### src/rtl/hiscore_ram_arbiter.sv
// hiscore_ram_arbiter: shares one work-RAM port between the CPU and the hiscore extractor; optional REQ timeout under HS_ARB_TIMEOUT_EN
module hiscore_ram_arbiter #(
    parameter int AW       = 8,
    parameter int IDLEHOLD = 2,
    parameter int GUARD    = 4,
    parameter int TIMEOUT  = 4096
) (
    input  logic          clk,
    input  logic          reset,
    input  logic          pause_req,
    output logic          paused,
    input  logic [AW-1:0] nv_addr,
    output logic [7:0]    nv_data,
    output logic          cpu_pause,
    input  logic          cpu_idle,
    input  logic [AW-1:0] cpu_addr,
    input  logic          cpu_we,
    input  logic [7:0]    cpu_din,
    output logic [7:0]    cpu_dout,
    output logic [AW-1:0] ram_addr,
    output logic          ram_we,
    output logic [7:0]    ram_din,
    input  logic [7:0]    ram_dout,
    output logic          error
);
    localparam int IH = IDLEHOLD < 1 ? 1 : IDLEHOLD;
    localparam int GD = GUARD < 1 ? 0 : GUARD - 1;
    localparam int IW = $clog2(IH + 1);
    localparam int GW = $clog2(GD + 2);
    typedef enum logic [1:0] {S_IDLE, S_REQ, S_OWN, S_GUARD} state_t;
    state_t state, state_n;
    logic [IW-1:0] idle_cnt, idle_n;
    logic [GW-1:0] guard_cnt, guard_n;
    logic req, grant, tmo;
    assign grant = cpu_idle && idle_cnt == IW'(IH - 1);
`ifdef HS_ARB_TIMEOUT_EN
    localparam int TW = $clog2(TIMEOUT + 1);
    logic [TW-1:0] to_cnt, to_n;
    logic armed, err_q;
    assign req   = pause_req && armed;
    assign tmo   = state == S_REQ && req && !grant && to_cnt == TW'(TIMEOUT - 1);
    assign to_n  = (state == S_REQ && state_n == S_REQ) ? to_cnt + TW'(to_cnt != TW'(TIMEOUT - 1)) : '0;
    assign error = err_q;
    // timeout counter, sticky error, and re-arm after pause_req is seen low
    always_ff @(posedge clk) begin
        if (reset) begin
            to_cnt <= '0;
            err_q  <= 1'b0;
            armed  <= 1'b1;
        end else begin
            to_cnt <= to_n;
            err_q  <= err_q | tmo;
            armed  <= !pause_req ? 1'b1 : (tmo ? 1'b0 : armed);
        end
    end
`else
    assign req   = pause_req;
    assign tmo   = 1'b0;
    assign error = 1'b0;
`endif
    // state and counter registers; read data always captured for the extractor
    always_ff @(posedge clk) begin
        if (reset) begin
            state     <= S_IDLE;
            idle_cnt  <= '0;
            guard_cnt <= '0;
            nv_data   <= '0;
        end else begin
            state     <= state_n;
            idle_cnt  <= idle_n;
            guard_cnt <= guard_n;
            nv_data   <= ram_dout;
        end
    end
    // next state: request handshake, idle qualification, guard countdown
    always_comb begin
        state_n = state;
        idle_n  = idle_cnt;
        guard_n = guard_cnt;
        case (state)
            S_IDLE: if (req) begin
                state_n = S_REQ;
                idle_n  = '0;
            end
            S_REQ: if (!req || tmo) begin
                state_n = S_GUARD;
                guard_n = GW'(GD);
            end else if (grant) begin
                state_n = S_OWN;
            end else begin
                idle_n = cpu_idle ? idle_cnt + IW'(idle_cnt != IW'(IH - 1)) : '0;
            end
            S_OWN: if (!req) begin
                state_n = S_GUARD;
                guard_n = GW'(GD);
            end
            default: if (req) begin
                state_n = S_REQ;
                idle_n  = '0;
            end else if (guard_cnt == '0) begin
                state_n = S_IDLE;
            end else begin
                guard_n = guard_cnt - 1'b1;
            end
        endcase
    end
    // outputs decoded from the state register; port returns to the CPU while reset is held
    always_comb begin
        paused    = state == S_OWN;
        cpu_pause = state != S_IDLE;
        ram_addr  = (paused && !reset) ? nv_addr : cpu_addr;
        ram_we    = (paused && !reset) ? 1'b0 : cpu_we;
        ram_din   = (paused && !reset) ? 8'h00 : cpu_din;
        cpu_dout  = ram_dout;
    end
endmodule

### config.mk
export PLATFORM = sky130hd
export DESIGN_NAME = hiscore_ram_arbiter
export DESIGN_NICKNAME = d
export VERILOG_FILES = /design/src/rtl/hiscore_ram_arbiter.sv
export SDC_FILE = /design/constraint.sdc
export NUM_CORES = 1
export LEC_CHECK = 0
export CORE_MARGIN = 5
export CORE_UTILIZATION = 35
export CTS_BUF_LIST = sky130_fd_sc_hd__clkbuf_8 sky130_fd_sc_hd__clkbuf_16
export CTS_CLUSTER_SIZE = 14
export DETAILED_ROUTE_END_ITERATION = 10
export HOLD_SLACK_MARGIN = 0.15
export PLACE_DENSITY = 0.85
export SYNTH_ARGS = -nofsm -noshare
export SYNTH_HDL_FRONTEND = slang
export SYNTH_SLANG_ARGS = --single-unit
### constraint.sdc
create_clock -name clk -period 5.1 [get_ports clk]
set_input_delay 1.53 -clock clk [delete_from_list [all_inputs] [get_ports clk]]
set_output_delay 1.53 -clock clk [all_outputs]
set_load 0.01 [all_outputs]
## After elaboration in Yosys (flattened, before gate mapping)

Cells that the tools add are included.

| cells by class | value |
|---|---|
| add/subtract/negate cells | 2 |
| eq/ne operators | 9 |
| mux-type cells | 19 |
| bitwise operators | 3 |
| reductions and logical operators | 11 |

Operators by type and width:

| cell | number |
|---|---|
| $mux W2 | 10 |
| $mux W8 | 2 |
| $mux W3 | 3 |
| $ne A2 B2 Y1 const B | 4 |
| $pmux W2 S3 | 1 |
| $pmux W3 S2 | 1 |
| $reduce_and A3 Y1 | 2 |
| $eq A2 B1 Y1 const B | 2 |
| $pmux W2 S2 | 1 |
| $reduce_and A4 Y1 | 1 |
| $reduce_bool A4 Y1 | 1 |
| $logic_not A3 Y1 | 1 |
| $ne A3 B3 Y1 const B | 1 |
| $not A1 Y1 | 3 |
| $sub A3 B1 Y3 const B | 1 |
| $add A2 B1 Y2 | 1 |
| $eq A2 B2 Y1 const B | 1 |
| $logic_and A1 B1 Y1 | 2 |
| $logic_not A2 Y1 | 1 |
| $ne A2 B1 Y1 const B | 1 |
| $reduce_bool A2 Y1 | 1 |
| $reduce_or A2 Y1 | 1 |
| $logic_not A1 Y1 | 1 |
| $mux W1 | 1 |

| storage, ports and cells | value |
|---|---|
| register bits | 15 |
| input bits | 37 |
| output and inout bits | 36 |
| logic and storage cells | 48 |

## Logic depth before layout (Yosys ltp)

| depth | value |
|---|---|
| depth after elaboration | 6 |
| depth in mapped cells | 6 |
| gate-level depth less buffers | 6 |

## Worst setup path before layout

Ideal clock, no wire load.

| timing path | value |
|---|---|
| path kind | in2out |
| from | in reset |
| to | out ram_addr[4] |
| data arrival time | 2,313 ps |
| data required time | 3,570 ps |
| path slack | 1,257 ps |
| stages | 4 |
| buffers on the path | 2 |
| cell sequence | nand2b_1 -> buf_2 -> buf_2 -> mux2_1 |

| between the ends | value |
|---|---|
| word-level cells in the longest chain between the ends | 3 |

RTL lines:

| what | RTL line | source |
|---|---|---|
| from (decl) | 9 | `input logic reset,` |
| $logic_not A1 Y1 | 111 | `ram_addr = (paused && !reset) ? nv_addr : cpu_addr;` |
| $logic_and A1 B1 Y1 | 111 |  |
| $mux W8 | 111 |  |
| to (decl) | 20 | `output logic [AW-1:0] ram_addr,` |

Every way passes these cells.

## Final worst setup path

| timing path | value |
|---|---|
| from | in reset |
| to | out ram_addr[1] |

Same word-level chain as after synthesis.

==> results.sh <==
export IMPL_powerDensity_mw_per_mm2=332.8
export IMPL_ys_warn_count=0
export IMPL_postCtsResizedCells=0
export IMPL_syn_nets=142
export IMPL_crit_path_start_kind="input pin"
export IMPL_netlist_cell_type_count=26
export IMPL_dp_hpwl_um=2138
export IMPL_post_route_period_util_pct=91.39
export IMPL_pin_count=73
export IMPL_netlist_top_cells_area="dfxtp_1 33%, mux2_2 8.7%, ha_1 8.3%, buf_4 7.4%, nor2b_1 6.9%"
export IMPL_core_area_mm2=0.002477
export IMPL_grt_pass1_vias=900
export IMPL_setup_viol=0
export IMPL_critPathCaptureType="output port"
export IMPL_diodes=0
export IMPL_cts_hold_buffers=0
export IMPL_mostFrequentLayoutCells="71 x clkdlybuf4s50_1, 15 x dfxtp_1, 10 x nor2b_1, 9 x and2_1, 8 x inv_1"
export IMPL_clock_skew_ns=0.005549
export IMPL_drt_iter0_drc=19
export IMPL_peakVddDrop_uv=251.1
export IMPL_wl_per_cell_um=12.96
export IMPL_routed_wirelength_um=2514
export IMPL_slew_viol_final=0
export IMPL_fin_tns_setup_ns=0
export IMPL_area_delta_synth_final_pct=80.14
export IMPL_cpMaxStageDelayCell="clkdlybuf4s50_1"
export IMPL_crit_path_max_incr_delay_ns=0.48
export IMPL_die_x_um=60.91
export IMPL_power_leakage_nw=0.6348
export IMPL_start_util_pct=36.62
export IMPL_drtAntennaViolNets=0
export IMPL_postLayoutCellArea_mm2=0.001634
export IMPL_portBuffers=71
export IMPL_drive_gt1_share_pct=7.927
export IMPL_die_h_um=60.91
export IMPL_antenna_found_initial=0
export IMPL_numCtsBuffers=3
export IMPL_nFillCells=201
export IMPL_yosys_area_top_type_share_pct=33.10
export IMPL_critical_path_most_common_cell="clkdlybuf4s50_1"
export IMPL_htree_levels=1
export IMPL_crit_chain="clkdlybuf4s50_1 > nand2b_1 > buf_4 > mux2_2 > clkdlybuf4s50_1"
export IMPL_synth_seq_cells=15
export IMPL_final_common_cell="clkdlybuf4s50_1"
export IMPL_drc=0
export IMPL_dieArea_mm2=0.003710
export IMPL_synth_area_per_cell_um2=9.163
export IMPL_synth_top_flop_cell="dfxtp_1"
export IMPL_placed_cell_area_mm2=0.001589
export IMPL_nets=208
export IMPL_drv_cap=0
export IMPL_synth_cells=99
export IMPL_drtPass1Iterations=4
export IMPL_grt_pass1_wl_um=3767
export IMPL_cts_tree="built"
export IMPL_clock_latency_ns=0.24
export IMPL_status="finished, final reports clean"
export IMPL_place_gp_congestion=0.6337
export IMPL_clock_sinks=15
export IMPL_fin_ws_ns=0.4393
export IMPL_track_usage_pct=13.05
export IMPL_detail_route_vias_per_cell=4.660
export IMPL_vias=904
export IMPL_num_rows=18
export IMPL_crit_type="input pin to output port"
export IMPL_hp_class="register to register"
export IMPL_synthArstFlopShare_pct=0
export IMPL_cts_root_buf="clkbuf_8"
export IMPL_preCtsSetupSlack_ns=0.4291
export IMPL_clkTransAtPathRegs_ns=0.06
export IMPL_yosysTopAreaCell="dfxtp_1"
export IMPL_arrival_ns=3.13
export IMPL_synth_edf_count=0
export IMPL_grt_max_degree=18
export IMPL_syn_cell_area_um2=907.1
export IMPL_max_freq_mhz=214.6
export IMPL_hold_viol=0
export IMPL_post_cts_buffers=0
export IMPL_yosysSeqAreaShare_pct=33.10
export IMPL_rsz0062_at_grt="no"
export IMPL_overflow=0
export IMPL_cp_data_required_time_ns=3.57
export IMPL_clockBufferDepth=2
export IMPL_crit_fanout=17
export IMPL_period_needed_ns=4.661
-- synth_stat cells, types with 2 or more instances --
| library cell | instances |
|---|---|
| dfxtp_1 | 15 |
| nor2b_1 | 10 |
| and2_1 | 9 |
| buf_4 | 9 |
| inv_1 | 7 |
| mux2_2 | 7 |
| nand2b_1 | 7 |
| ha_1 | 6 |
| a21oi_1 | 4 |
| a311o_1 | 2 |
| buf_2 | 2 |
| mux2_1 | 2 |
| mux2i_1 | 2 |
| nand2_1 | 2 |
| nor2_1 | 2 |
| nor3_1 | 2 |
| nor4b_1 | 2 |
-- flip-flops by register name, summed over array words and instances, names as in the netlist --
name,count
guard_cnt,3
state,2
idle_cnt,2
nv_data,8
-- cell families after synthesis --
logic type	share of synthesized area [%]
and+or+nand+nor	26.90
buffers and inverters	11.86
DFF	33.10
muxes	13.38
AOI/OAI and AO/OA	6.069
adders and majority gates	8.276
other	0.4134
-- stage by stage --
stage	util [%]	hold slack (ns)	cells	power (mW)
2_1_floorplan	-	0.4729	99	0.3274
3_3_place_gp	64.14	0.4815	190	0.4435
3_5_place_dp	64.14	0.5048	190	0.4555
4_1_cts	65.96	0.5191	194	0.5494
5_1_grt	65.96	0.5514	194	0.5870
6_report	65.96	0.5164	194	0.5439
-- final timing paths --
| check | slack, ns | cells past startpoint | endpoint | start |
|---|---|---|---|---|
| max reg2reg | 3.45 | 5 | state[1]$_SDFFE_PP0P_ | state[0]$_SDFFE_PP0P_ |
| min reg2reg | 0.52 | 1 | idle_cnt[1]$_SDFFE_PP0P_ | idle_cnt[1]$_SDFFE_PP0P_ |
| max | 0.44 | 5 | ram_addr[1] | reset |
| min | 0.52 | 1 | idle_cnt[1]$_SDFFE_PP0P_ | idle_cnt[1]$_SDFFE_PP0P_ |
-- cell type report --
type	count	area, um^2	area share, %
Clock buffer	3	41.29	2.527
Clock inverter	1	3.754	0.2297
Inverter	7	26.28	1.608
Multi-Input combinational cell	65	499.2	30.55
Sequential cell	15	300.3	18.38
Tap cell	30	37.54	2.297
Timing Repair Buffer	73	725.7	44.41
-- critical path: cells and delay by family --
| kind | cells | cell delay, ns |
|---|---|---|
| buf+inv | 3 | 1.15 |
| mux | 1 | 0.35 |
| simple gates | 1 | 0.10 |
-- where the power goes --
part / switching [mW] / total [mW] / leakage (nW) / internal [mW]
clock: 0.0381 / 0.0913 / 0.0269 / 0.0531
sequential: 0.0122 / 0.148 / 0.124 / 0.136
combinational: 0.134 / 0.305 / 0.484 / 0.171
-- layer usage --
layer | up-vias | routed length [um] | GRT usage [%]
met2 | 58 | 1185 | 23.51
met1 | 398 | 828 | 13.06
met3 | 0 | 500 | 7.447
met5 | - | 0 | 0
li1 | 448 | - | -
met4 | 0 | 0 | 2.786
No activity file was read; power rests on OpenSTA's default activity.
